**src/rtl/uart_rx_pkg.sv**
```systemverilog
// Shared types and constants for the UART receive path.
package uart_rx_pkg;
  localparam int MIN_DIVIDER = 8;
  localparam int MAX_DATA_W  = 9;

  typedef enum logic [1:0] {
    PAR_NONE = 2'b00,
    PAR_EVEN = 2'b01,
    PAR_ODD  = 2'b10
  } parity_e;

  typedef enum logic [2:0] {
    IDLE,
    START,
    DATA,
    PARITY,
    STOP1,
    STOP2
  } rx_state_e;

  // data is sized for the widest legal character; narrower builds zero-extend
  typedef struct packed {
    logic                  brk;
    logic                  ferr;
    logic                  perr;
    logic [MAX_DATA_W-1:0] data;
  } rx_entry_t;

  function automatic logic maj3(input logic a, input logic b, input logic c);
    return (a & b) | (a & c) | (b & c);
  endfunction
endpackage

```
**src/rtl/uart_rx_ctrl_fifo.sv**
```systemverilog
// Show-ahead synchronous FIFO; pointers carry one extra wrap bit for full/empty.
module uart_rx_fifo #(
  parameter int W     = 8,
  parameter int DEPTH = 16
) (
  input  logic         clk_i,
  input  logic         rst_n_i,
  input  logic         wr_en_i,
  input  logic [W-1:0] wdata_i,
  input  logic         rd_en_i,
  output logic [W-1:0] rdata_o,
  output logic         empty_o,
  output logic         full_o
);
  localparam int AW = $clog2(DEPTH);

  logic [W-1:0] mem [DEPTH];
  logic [AW:0]  wptr_q, rptr_q;
  logic         push, pop;

  assign empty_o = (wptr_q == rptr_q);
  assign full_o  = (wptr_q[AW] != rptr_q[AW]) && (wptr_q[AW-1:0] == rptr_q[AW-1:0]);
  // a write into a full FIFO is accepted only when the head leaves in the same cycle
  assign push    = wr_en_i & (~full_o | rd_en_i);
  assign pop     = rd_en_i & ~empty_o;
  assign rdata_o = mem[rptr_q[AW-1:0]];

  always_ff @(posedge clk_i or negedge rst_n_i) begin
    if (!rst_n_i) begin
      wptr_q <= '0;
      rptr_q <= '0;
    end else begin
      if (push) wptr_q <= wptr_q + 1'b1;
      if (pop)  rptr_q <= rptr_q + 1'b1;
    end
  end

  always_ff @(posedge clk_i) begin
    if (push) mem[wptr_q[AW-1:0]] <= wdata_i;
  end
endmodule

```
**src/rtl/uart_rx_ctrl.sv**
```systemverilog
// UART receiver: synchroniser, 3-tap majority bit sampling, per-frame config latch,
// error tagging and a show-ahead receive FIFO.
module uart_rx_ctrl
  import uart_rx_pkg::*;
#(
  parameter int DATA_W     = 8,
  parameter int FIFO_DEPTH = 16,
  parameter int DIV_W      = 32
) (
  input  logic              clk_i,
  input  logic              rst_n_i,
  input  logic              rx_i,
  input  logic [DIV_W-1:0]  divider_i,
  input  logic [1:0]        parity_i,
  input  logic              stop2_i,
  output logic              m_valid_o,
  input  logic              m_ready_i,
  output logic [DATA_W-1:0] m_data_o,
  output logic              m_perr_o,
  output logic              m_ferr_o,
  output logic              m_brk_o,
  output logic              overflow_o,
  input  logic              clr_ovf_i,
  output logic              busy_o
);
  logic              rx_s1_q, rx_s2_q, rx_prev_q;
  rx_state_e         state_q, state_d;
  logic [DIV_W-1:0]  cnt_q, cnt_d, div_q, div_d, div_in;
  parity_e           par_q, par_d;
  logic              stop2_q, stop2_d;
  logic [DATA_W-1:0] shr_q, shr_d;
  logic [3:0]        bit_q, bit_d;
  logic              perr_q, perr_d, pbit_q, pbit_d;
  logic [1:0]        smp_q, smp_d;
  logic              arm_q, arm_d;
  logic              wr_q, wr_d;
  rx_entry_t         ent_q, ent_d, head;
  logic              ovf_q, ovf_d;
  logic              bit_v, fifo_empty, fifo_full, pop;

  always_comb begin
    state_d = state_q;
    cnt_d   = cnt_q;
    div_d   = div_q;
    par_d   = par_q;
    stop2_d = stop2_q;
    shr_d   = shr_q;
    bit_d   = bit_q;
    perr_d  = perr_q;
    pbit_d  = pbit_q;
    smp_d   = smp_q;
    arm_d   = arm_q;
    wr_d    = 1'b0;
    ent_d   = ent_q;
    bit_v   = maj3(smp_q[0], smp_q[1], rx_s2_q);
    div_in  = (divider_i < DIV_W'(MIN_DIVIDER)) ? DIV_W'(MIN_DIVIDER) : divider_i;

    if (state_q == IDLE) begin
      if (rx_s2_q) arm_d = 1'b1;
      if (arm_q && rx_prev_q && !rx_s2_q) begin
        div_d   = div_in;
        par_d   = (parity_i == 2'b01) ? PAR_EVEN :
                  (parity_i == 2'b10) ? PAR_ODD  : PAR_NONE;
        stop2_d = stop2_i;
        cnt_d   = div_in >> 1;
        perr_d  = 1'b0;
        pbit_d  = 1'b0;
        state_d = START;
      end
    end else begin
      if (cnt_q == DIV_W'(2)) smp_d[0] = rx_s2_q;
      if (cnt_q == DIV_W'(1)) smp_d[1] = rx_s2_q;
      if (cnt_q != '0) begin
        cnt_d = cnt_q - DIV_W'(1);
      end else begin
        cnt_d = div_q - DIV_W'(1);
        case (state_q)
          START: begin
            bit_d   = '0;
            state_d = bit_v ? IDLE : DATA;
          end
          DATA: begin
            shr_d = {bit_v, shr_q[DATA_W-1:1]};
            bit_d = bit_q + 4'd1;
            if (bit_q == 4'(DATA_W - 1))
              state_d = (par_q != PAR_NONE) ? PARITY : STOP1;
          end
          PARITY: begin
            pbit_d  = bit_v;
            perr_d  = bit_v ^ (^shr_q) ^ (par_q == PAR_ODD);
            state_d = STOP1;
          end
          STOP1: begin
            if (!bit_v || !stop2_q) begin
              // a break is an all-zero character with every framing bit low
              wr_d    = 1'b1;
              ent_d   = '{brk:  !bit_v && (shr_q == '0) && !pbit_q,
                          ferr: !bit_v, perr: perr_q,
                          data: MAX_DATA_W'(shr_q)};
              arm_d   = bit_v;
              state_d = IDLE;
            end else begin
              state_d = STOP2;
            end
          end
          STOP2: begin
            wr_d    = 1'b1;
            ent_d   = '{brk: 1'b0, ferr: !bit_v, perr: perr_q,
                        data: MAX_DATA_W'(shr_q)};
            arm_d   = bit_v;
            state_d = IDLE;
          end
          default: state_d = IDLE;
        endcase
      end
    end
  end

  always_ff @(posedge clk_i or negedge rst_n_i) begin
    if (!rst_n_i) begin
      rx_s1_q   <= 1'b1;
      rx_s2_q   <= 1'b1;
      rx_prev_q <= 1'b1;
      state_q   <= IDLE;
      cnt_q     <= '0;
      div_q     <= DIV_W'(MIN_DIVIDER);
      par_q     <= PAR_NONE;
      stop2_q   <= 1'b0;
      shr_q     <= '0;
      bit_q     <= '0;
      perr_q    <= 1'b0;
      pbit_q    <= 1'b0;
      smp_q     <= '0;
      arm_q     <= 1'b1;
      wr_q      <= 1'b0;
      ent_q     <= '0;
      ovf_q     <= 1'b0;
    end else begin
      rx_s1_q   <= rx_i;
      rx_s2_q   <= rx_s1_q;
      rx_prev_q <= rx_s2_q;
      state_q   <= state_d;
      cnt_q     <= cnt_d;
      div_q     <= div_d;
      par_q     <= par_d;
      stop2_q   <= stop2_d;
      shr_q     <= shr_d;
      bit_q     <= bit_d;
      perr_q    <= perr_d;
      pbit_q    <= pbit_d;
      smp_q     <= smp_d;
      arm_q     <= arm_d;
      wr_q      <= wr_d;
      ent_q     <= ent_d;
      ovf_q     <= ovf_d;
    end
  end

  assign pop   = m_valid_o & m_ready_i;
  assign ovf_d = (ovf_q & ~clr_ovf_i) | (wr_q & fifo_full & ~pop);

  uart_rx_fifo #(
    .W     ($bits(rx_entry_t)),
    .DEPTH (FIFO_DEPTH)
  ) u_fifo (
    .clk_i   (clk_i),
    .rst_n_i (rst_n_i),
    .wr_en_i (wr_q),
    .wdata_i (ent_q),
    .rd_en_i (pop),
    .rdata_o (head),
    .empty_o (fifo_empty),
    .full_o  (fifo_full)
  );

  // outputs are forced to zero while empty so stale RAM never leaks out
  assign m_valid_o  = ~fifo_empty;
  assign m_data_o   = m_valid_o ? DATA_W'(head.data) : '0;
  assign m_perr_o   = m_valid_o & head.perr;
  assign m_ferr_o   = m_valid_o & head.ferr;
  assign m_brk_o    = m_valid_o & head.brk;
  assign overflow_o = ovf_q;
  assign busy_o     = (state_q != IDLE);
endmodule

```
**config.mk**
```make
export PLATFORM = sky130hd
export DESIGN_NAME = uart_rx_ctrl
export DESIGN_NICKNAME = d
export VERILOG_FILES = /design/src/rtl/uart_rx_pkg.sv /design/src/rtl/uart_rx_ctrl_fifo.sv /design/src/rtl/uart_rx_ctrl.sv
export SDC_FILE = /design/constraint.sdc
export NUM_CORES = 1
export LEC_CHECK = 0
export CAP_MARGIN = 20
export CORE_MARGIN = 1.5
export CORE_UTILIZATION = 55
export DETAILED_ROUTE_END_ITERATION = 10
export PLACE_DENSITY = 0.73
export SLEW_MARGIN = 20
export SYNTH_ARGS = -nofsm -noshare
export SYNTH_HDL_FRONTEND = slang
export SYNTH_SLANG_ARGS = --single-unit
```
**constraint.sdc**
```tcl
create_clock -name clk_i -period 3.1 [get_ports clk_i]
set_input_delay 0.31 -clock clk_i [delete_from_list [all_inputs] [get_ports clk_i]]
set_output_delay 0.31 -clock clk_i [all_outputs]
set_load 0.01 [all_outputs]
```
# After elaboration in Yosys (flattened, before gate mapping)
# Memory sizes are Yosys's and may differ from the RTL's.
# Index checks and enable logic that the tools add are counted.
[totals]
wordCells = 139
register_bits = 114
inputBits = 40
n_memories = 1
ram_bits = 192
output_inout_bits = 14
[op_classes]
n_eq_ne = 20
reduce_logical = 29
n_addsub = 5
muxes = 36
n_lt_le_gt_ge = 1
bitwise_logic = 24
[mem_list]
columns = ["memory", "depth", "width", "read_ports", "rd_ports_with_merged_regs", "write_ports", "line_no", "text"]
rows = [
  ["u_fifo.mem", 16, 12, 1, 0, 1, "uart_rx_ctrl_fifo.sv:17", "logic [W-1:0] mem [DEPTH];"],
]
[ops]
columns = ["op", "count"]
rows = [
  ["2-to-1 mux 32 bit", 4],
  ["subtractor 32 x 1 -> 32 bit, second input constant", 2],
  ["equality test 32 x 1 -> 1 bit, second input constant", 1],
  ["equality test 32 x 2 -> 1 bit, second input constant", 1],
  ["< comparator 32 x 4 -> 1 bit, second input constant", 1],
  ["nonzero test 32 bit", 1],
  ["one-hot mux 12 bit (2 select lines)", 1],
  ["2-to-1 mux 3 bit", 6],
  ["2-to-1 mux 1 bit", 16],
  ["bitwise AND 1 bit", 12],
  ["2-to-1 mux 12 bit", 1],
  ["one-hot mux 3 bit (4 select lines)", 1],
  ["AND reduction 3 bit", 4],
  ["adder 5 x 1 -> 5 bit, second input constant", 2],
  ["logical NOT 8 bit", 1],
  ["2-to-1 mux 8 bit", 1],
  ["one-hot mux 4 bit (2 select lines)", 1],
  ["AND reduction 4 bit", 2],
  ["nonzero test 2 bit", 4],
  ["XOR reduction 8 bit", 1],
  ["equality test 3 x 2 -> 1 bit, second input constant", 2],
  ["equality test 3 bit, second input constant", 2],
  ["2-to-1 mux 2 bit", 3],
  ["!= test 2 bit, second input constant", 3],
  ["other kinds (20)", 42],
]

# Longest topological paths before layout
# Gate-level depths: netlist (run 1).
[depth]
word_depth = 9
mapped_depth = 11
depth_no_buf = 8

# Cells and area by module
# A second synthesis (run 1) with hierarchy kept.
[unflattened]
cells_unflattened = 1012
hier_area_um2 = 13873.3
[by_module_without_submodules]
columns = ["module", "seq_area_each_um2", "n_inst", "area_per_inst_um2", "cells_each"]
rows = [
  ["uart_rx_fifo", 6015.8, 1, 8110.3, 395],
  ["uart_rx_ctrl", 2583.7, 1, 5763.0, 617],
]

# Worst setup path before layout (run 1)
# No wires, ideal clock.
[synth_timing]
path_kind = "register to register"
startpoint = "register cnt_q[0]"
endpoint = "register cnt_q[22]"
synth_period_minus_slack_ns = 2.726
t_arrival_ns = 2.587
setup_slack_ns = 0.374
path_stages_with_launch = 10
setup_time_ns = 0.139
t_required_ns = 2.961
path_cell_list = "dfrtp_1 -> clkbuf_1 -> inv_1 -> ha_1 -> or4b_1 -> clkbuf_4 -> or4_4 -> or4_4 -> a21oi_1 -> o221ai_1"
[synth_between]
elab_chain_len = 3
elab_cells_between_ends = 4
cone_classes = "1 x add/sub; 2 x mux; 1 x reduce/logical"
[synth_lines]
columns = ["element", "line_no", "text"]
rows = [
  ["start: declaration", "uart_rx_ctrl.sv:28", "logic [DIV_W-1:0] cnt_q, cnt_d, div_q, div_d, div_in;"],
  ["start signal: assignment", "uart_rx_ctrl.sv:143", "cnt_q <= cnt_d;"],
  ["subtractor 32 x 1 -> 32 bit / nonzero test 32 bit (equally long branches)", "uart_rx_ctrl.sv:74, uart_rx_ctrl.sv:73", ""],
  ["2-to-1 mux 32 bit *", "uart_rx_ctrl.sv:73", "if (cnt_q != '0) begin"],
  ["2-to-1 mux 32 bit *", "uart_rx_ctrl.sv:58", "if (state_q == IDLE) begin"],
]
# Mark *: on every way between the ends. The rest lies on a longest branch, timed or not.
# A chain may end at the register's enable or synchronous reset.

# Final worst setup path (run 1)
[layout_timing]
startpoint = "register u_fifo.rptr_q[0]"
endpoint = "output port m_data_o[6]"
[layout_between]
elab_chain_len = 2
elab_cells_between_ends = 3
cone_classes = "1 x eq/ne; 1 x mux; 1 x memory"
[layout_lines]
columns = ["element", "line_no", "text"]
rows = [
  ["start: declaration", "uart_rx_ctrl_fifo.sv:18", "logic [AW:0] wptr_q, rptr_q;"],
  ["start signal: assignment", "uart_rx_ctrl_fifo.sv:34", "if (pop) rptr_q <= rptr_q + 1'b1;"],
  ["memory (16 x 12 bit) / equality test 5 bit (equally long branches)", "n/a", ""],
  ["2-to-1 mux 8 bit *", "uart_rx_ctrl.sv:178", "assign m_data_o = m_valid_o ? DATA_W'(head.data) : '0;"],
  ["end: declaration", "uart_rx_ctrl.sv:18", "output logic [DATA_W-1:0] m_data_o,"],
]
# Marks and branches as above.

==> flow_summary.yaml, run 1 <==
global_route:
  grt_pass1_wl_mm: 47.90
  grt_overflow: 0
  antenna_found_initial: 0
  use_met1_pct: 34.22
  grt_pass1_vias: 8339
  grt_max_degree: 48
  grt_use_met2_pct: 43.02
  grt_usage_pct: 25.33
  met3_usage_pct: 3.340
  grt.busiest_layer: "met2"
critical_path:
  critical_path.slowest_cell: "mux4_2"
  cp-end-kind: "output port"
  crit_type: "reg -> out"
  ff2ff_path_depth: 8
  r2r_setup_slack_ns: 0.21
  worst_ep_arrival_time_ns: 2.73
  cp_max_fo: 6
  critPathRequiredTime_ns: 2.79
  timing.rr.start: "cnt_q[1]"
  crit_chain: "buf_6, buf_12, buf_6, mux4_2, mux4_2, nor2b_1, buf_2"
  reg2reg_to: "state_q[1]"
  max_stage_delay_ns: 0.50
  cp-start-kind: "flop"
pwr:
  switching_share_pct: 31.46
  power_frac_clock_pct: 29.3
  powerDensity_nw_per_um2: 817.8
  seqPwrFrac_pct: 40.8
  combPwrFrac_pct: 29.8
  power_switching_mw: 3.988
  vdd_drop_max_mv: 0.5844
  p_leak_nw: 5.523
  internal_power_mw: 8.690
route:
  routed_wl_mm: 30.75
  firstDrtPassIters: 7
  viasPerCell: 6.136
  wl_per_cell_um: 22.17
  vias: 8510
  drc: 0
  drt_iter0_drc: 699
  drtAntennaViolNets: 0
cells_and_area:
  area_delta_synth_final_pct: 17.79
  diodes: 0
  final_nets: 1098
  fin_util_pct: 66.04
  drive_above_1_share_pct: 20.88
  stdcell_area_um2: 15500
  fillers: 1652
yosys:
  async_flop_share_pct: 39.10
  ys_ff_latch: 289
  synth_edf_count: 176
  synth_top_area_share_pct: 40.16
  avgSynthCellArea_um2: 13.99
  ys_top_cells_by_area: "edfxtp_1 40%, dfrtp_1 21%, mux4_2 9.4%, xnor2_1 3.1%, a22o_1 2.1%"
  synth_common_cells: "176 x edfxtp_1, 108 x dfrtp_1, 66 x nand2_1"
  netlist_area_um2: 13160
  yosysWarnings: 0
  yosysMostFrequentCell: "edfxtp_1"
  synth.distinct_cells: 70
  ys.flop_type: "edfxtp_1"
  seq_area_frac_synth_pct: 61.69
  synth_top_area_cell: "edfxtp_1"
  synth_nets: 995
  syn_inst: 941
clock_tree:
  worst_skew_pair.late_latency_ns: 0.58
  cts_root_buf: "clkbuf_16"
  cts_buffers: 30
  clkTransAtPathRegs_ns: 0.06
  clkSinkCount: 289
  cts_tree: "done"
  h-tree-depth: 1
  clk_path_buf_depth: 3
floorplan:
  rows: 56
  die_w_um: 157.7
  die-area_um2: 24870
  coreArea_um2: 23470
  start_util_pct: 56.07
  ioPinCount: 54
  fp.dieH_um: 157.7
timing:
  max_freq_mhz: 329.1
  hold_viol: 0
  min_period_over_period_pct: 98.02
  tns_ns: 0
  max_slew.worst_pin.slew_ns: 1.093
  setup_violations: 0
  period_minus_slack_ns: 3.039
  rsz0062_at_grt: "true"
  slew_headroom_pct: 26.88
  hold_ws_ns: 0.1499
  finClkSkew_ns: 0.01653
  slew_violations: 0
place:
  gp_congestion: 0.9160
  dpl.hpwl_mm: 19.55
  port_buffers: 53
  placed_cell_area_um2: 14220
job:
  maxCapViolCount: 0
hold_path:
  holdPathStages: 1
  min_from: "rx_i"
  hold_path.class: "in -> reg"
  min_to: "rx_s1_q"
status:
  outcome: "completed"
-- routing by layer --
layer  routed length, um  vias up
li1                    -     3842
met1               12540     4260
met2               15520      343
met3                1898       65
met4                 799        0
met5                   0        -
-- cell type report --
type,instances,area [um^2],share of cell area [%]
sequential,289,8122,52.39
multi-input combinational,577,4693,30.27
timing repair buffer,123,1154,7.441
clock buffer,37,872.1,5.625
tap,319,399.1,2.575
clock inverter,19,176.4,1.138
inverter,23,86.33,0.5569
-- metrics by stage --
stage / worst slack [ns] / std cells / power (mW)
4_1_cts: -0.09491 / 1372 / 12.60
2_1_floorplan: 0.3740 / 941 / 7.564
3_5_place_dp: 0.2390 / 1303 / 8.684
5_1_grt: -0.02619 / 1387 / 13.28
6_report: 0.06133 / 1387 / 12.68
3_3_place_gp: 0.3054 / 1303 / 8.623
-- power groups by stage --
stage	clock [mW]	sequential, mW	combinational (mW)
final	3.72	5.18	3.78
after floorplan	0	5.01	2.55
after CTS	3.77	5.16	3.68
after detailed placement	0	5.23	3.46
after global routing	3.94	5.26	4.09
after global placement	0	5.22	3.40
-- worst max-delay path by stage --
stage | start | to | slack, ns | cells past startpoint
final | u_fifo.rptr_q[0] | m_data_o[6] | 0.06 | 7
after floorplan | cnt_q[0] | cnt_q[22] | 0.37 | 9
after detailed placement | cnt_q[1] | state_q[1] | 0.24 | 8
after global routing | u_fifo.rptr_q[0] | m_data_o[6] | -0.03 | 7
after CTS | u_fifo.rptr_q[0] | m_brk_o | -0.09 | 5
after global placement | cnt_q[1] | cnt_q[22] | 0.31 | 7
-- cells in the final DEF, fill, tap and decap left out, drive strengths merged, types with 15 or more instances in the layout --
cell | synthesis | routed
nor2b | 21 | 21
nor3 | 31 | 31
edfxtp | 176 | 176
nand3 | 17 | 17
mux4 | 55 | 55
a22o | 32 | 32
nor4 | 23 | 23
buf | 17 | 71
clkdlybuf4s50 | 0 | 41
xnor2 | 47 | 47
clkbuf | 35 | 45
inv | 22 | 24
nand4 | 17 | 17
xor2 | 15 | 15
dfrtp | 108 | 108
nor2 | 56 | 56
o21ai | 54 | 54
a21oi | 17 | 17
nand2 | 66 | 66
-- worst max-delay path: cells and delay by family, from the launching register on --
kind / cells / cell delay [ns]
and+or+nand+nor: 1 / 0.14
DFF: 1 / 0.49
muxes: 2 / 0.98
buffers and inverters: 4 / 0.55
-- sequential cells by signal, indices dropped and copies added, names as in the netlist, 2 cells and up --
name	cells
state_q	3
u_fifo.rptr_q	5
par_q	2
shr_q	8
bit_q	4
u_fifo.wptr_q	5
ent_q	11
u_fifo.mem	176
cnt_q	32
div_q	32
smp_q	2
-- cell families after synthesis --
logic type                 Yosys count  share of synthesized area [%]
and+or+nand+nor                    269                          10.93
buffers and inverters               75                          2.728
muxes                               64                          10.15
xor gates and xnor gates            62                          4.126
DFF                                289                          61.69
adders and majority gates           15                          1.407
AOI/OAI and AO/OA                  167                          8.965
-- what timing repair did --
| action | in CTS | in global routing |
|---|---|---|
| gates resized for setup | 15 | 26 |
| buffers inserted | 10 | 16 |
| endpoints found under the setup margin | 11 | 10 |
| gates cloned | 2 | 1 |
| hold endpoints to repair | 38 | 0 |
| hold buffers | 1 | 0 |
Note: power is estimated with default switching activity, not from simulation.
==> inputs of run 2 (changes only) <==
Settings changed: CTS_CLUSTER_DIAMETER set to 50, PLACE_DENSITY 0.73 to 0.76.
Clock period 3.1 ns to 2.79 ns, I/O delays scaled along.
==> run 2 against run 1 <==
Net effect: the flow now finishes with violations (setup timing); worst hold slack worse by 0.023 ns; critical path type unchanged; critical endpoint is now m_data_o[2]; global-route usage up 2.9 points; clock-buffer cell count up 6; core utilization up 1.1 points; sequential power up 10%; largest cell class unchanged; final area up 1.7%.
==> flow_summary.yaml, run 2 (synthesized netlist as in run 1, its figures left out) <==
status:
  outcome: "complete, but fails checks"
  violations: "setup timing"
floorplan:
  die-area_um2: 24870
  fp.dieH_um: 157.7
  die_w_um: 157.7
  coreArea_um2: 23470
  ioPinCount: 54
  rows: 56
  start_util_pct: 56.07
critical_path:
  critPathRequiredTime_ns: 2.51
  critical_path.slowest_cell: "mux4_2"
  cp-end-kind: "output port"
  cp_max_fo: 7
  crit_type: "reg -> out"
  worst_ep_arrival_time_ns: 2.68
  critPathTopFamily: "multiplexers"
  startpoint: "u_fifo.rptr_q[0]"
  max_stage_delay_ns: 0.56
  cp_num_buf_inv: 4
  crit_chain: "buf_6, buf_12, buf_16, mux4_2, mux4_2, nor2b_4, buf_6"
  cp-start-kind: "flop"
  timing.rr.start: "u_fifo.rptr_q[0]"
timing:
  hold_viol: 0
  min_period_over_period_pct: 105.9
  setup_violations: 11
  rsz0062_at_grt: "true"
  max_freq_mhz: 338.5
  period_minus_slack_ns: 2.954
  slew_violations: 0
  slew_headroom_pct: 48.29
  hold_ws_ns: 0.1265
  setup_ws_ns: -0.1642
  finClkSkew_ns: 0.01690
  max_slew.worst_pin.slew_ns: 0.7756
clock_tree:
  cts_buffers: 31
  clkTransAtPathRegs_ns: 0.07
  cts_root_buf: "clkbuf_16"
  worst_skew_pair.late_latency_ns: 0.58
  clkSinkCount: 289
  h-tree-depth: 1
  cts_tree: "done"
  clk_path_buf_depth: 3
cells_and_area:
  fillers: 1567
  fin_util_pct: 67.14
  area_delta_synth_final_pct: 19.74
  largest_reg_flops: 176
  final_common_cell: "edfxtp_1"
  stdcell_area_um2: 15760
  diodes: 0
  final_nets: 1116
  final_cell_mix: "176 x edfxtp_1, 106 x dfrtp_1, 69 x buf_4"
  drive_above_1_share_pct: 23.00
place:
  dpl.hpwl_mm: 19.71
  place_ws_ns: 0.07087
  port_buffers: 53
  gp_congestion: 0.8920
  placed_cell_area_um2: 14380
route:
  drt_iter0_drc: 1032
  firstDrtPassIters: 6
  wl_per_cell_um: 24.37
  drtAntennaViolNets: 0
  viasPerCell: 6.299
  drc: 0
  routed_wl_mm: 34.27
  vias: 8856
pwr:
  p_leak_nw: 5.707
  vdd_drop_max_mv: 0.6780
  powerDensity_nw_per_um2: 912.4
  power.total_mw: 14.38
global_route:
  grt_use_met2_pct: 50.44
  grt_usage_pct: 28.25
  grt_max_degree: 49
  grt_pass1_vias: 8846
  grt_overflow: 0
  met3_usage_pct: 3.641
  grt.busiest_layer: "met2"
  grt_pass1_wl_mm: 51.68
  antenna_found_initial: 0
  use_met1_pct: 34.62
job:
  maxCapViolCount: 0
hold_path:
  min_from: "rx_i"
  hold_path.class: "in -> reg"
run 2: cell count changes in the layout (fill, tap and decap cells not counted), sizes merged:
cell / previous run / this run
clkdlybuf4s15: 1 / 0
clkinv: 13 / 8
clkdlybuf4s50: 41 / 40
clkbuf: 45 / 43
inv: 24 / 23
bufinv: 2 / 3
buf: 71 / 98
clkinvlp: 3 / 4
run 2: repair_timing:
action	in CTS	in global routing
setup buffers	9	7
hold buffers	1	0
resized for setup	56	11
endpoints found under the hold margin	39	0
cloned	6	0
setup endpoints to repair	12	185
pin swaps	0	2
run 2: power breakdown:
part / switching (mW) / internal, mW / total, mW
clock network: 1.72 / 2.46 / 4.18
registers: 0.660 / 5.04 / 5.70
logic: 2.18 / 2.32 / 4.50
total: 4.57 / 9.81 / 14.4
run 2: layout make-up:
| type | count | area [um^2] | share of cell area [%] |
|---|---|---|---|
| clock buffers | 43 | 860.8 | 5.462 |
| inverters | 23 | 93.84 | 0.5955 |
| repair buffers | 140 | 1373 | 8.710 |
| well taps | 319 | 399.1 | 2.533 |
| flip-flops and latches | 289 | 8122 | 51.54 |
| multi-input cells | 577 | 4723 | 29.97 |
| clock inverters | 15 | 187.7 | 1.191 |
run 2: final timing paths:
path,endpoint,slack [ns],depth (start not counted)
setup / recovery,m_data_o[2],-0.16,7
max in group asynchronous,u_fifo.rptr_q[1],1.72,3
min in group asynchronous,div_q[10],0.27,2
setup reg to reg,u_fifo.mem[3][9],0.04,10
hold / removal,rx_s1_q,0.13,1
hold reg to reg,rx_s2_q,0.35,0
run 2: metal layers:
metal | vias up | routed length, um
met2 | 408 | 17950
met4 | 0 | 1453
met5 | - | 0
met1 | 4475 | 12600
met3 | 85 | 2262
li1 | 3888 | -
run 2: per-stage QoR:
stage	cells	setup TNS, ns
floorplan	941	0
detailed placement	1327	0
global placement	1327	0
CTS	1401	-0.8446
global route	1406	-2.172
finish	1406	-1.362
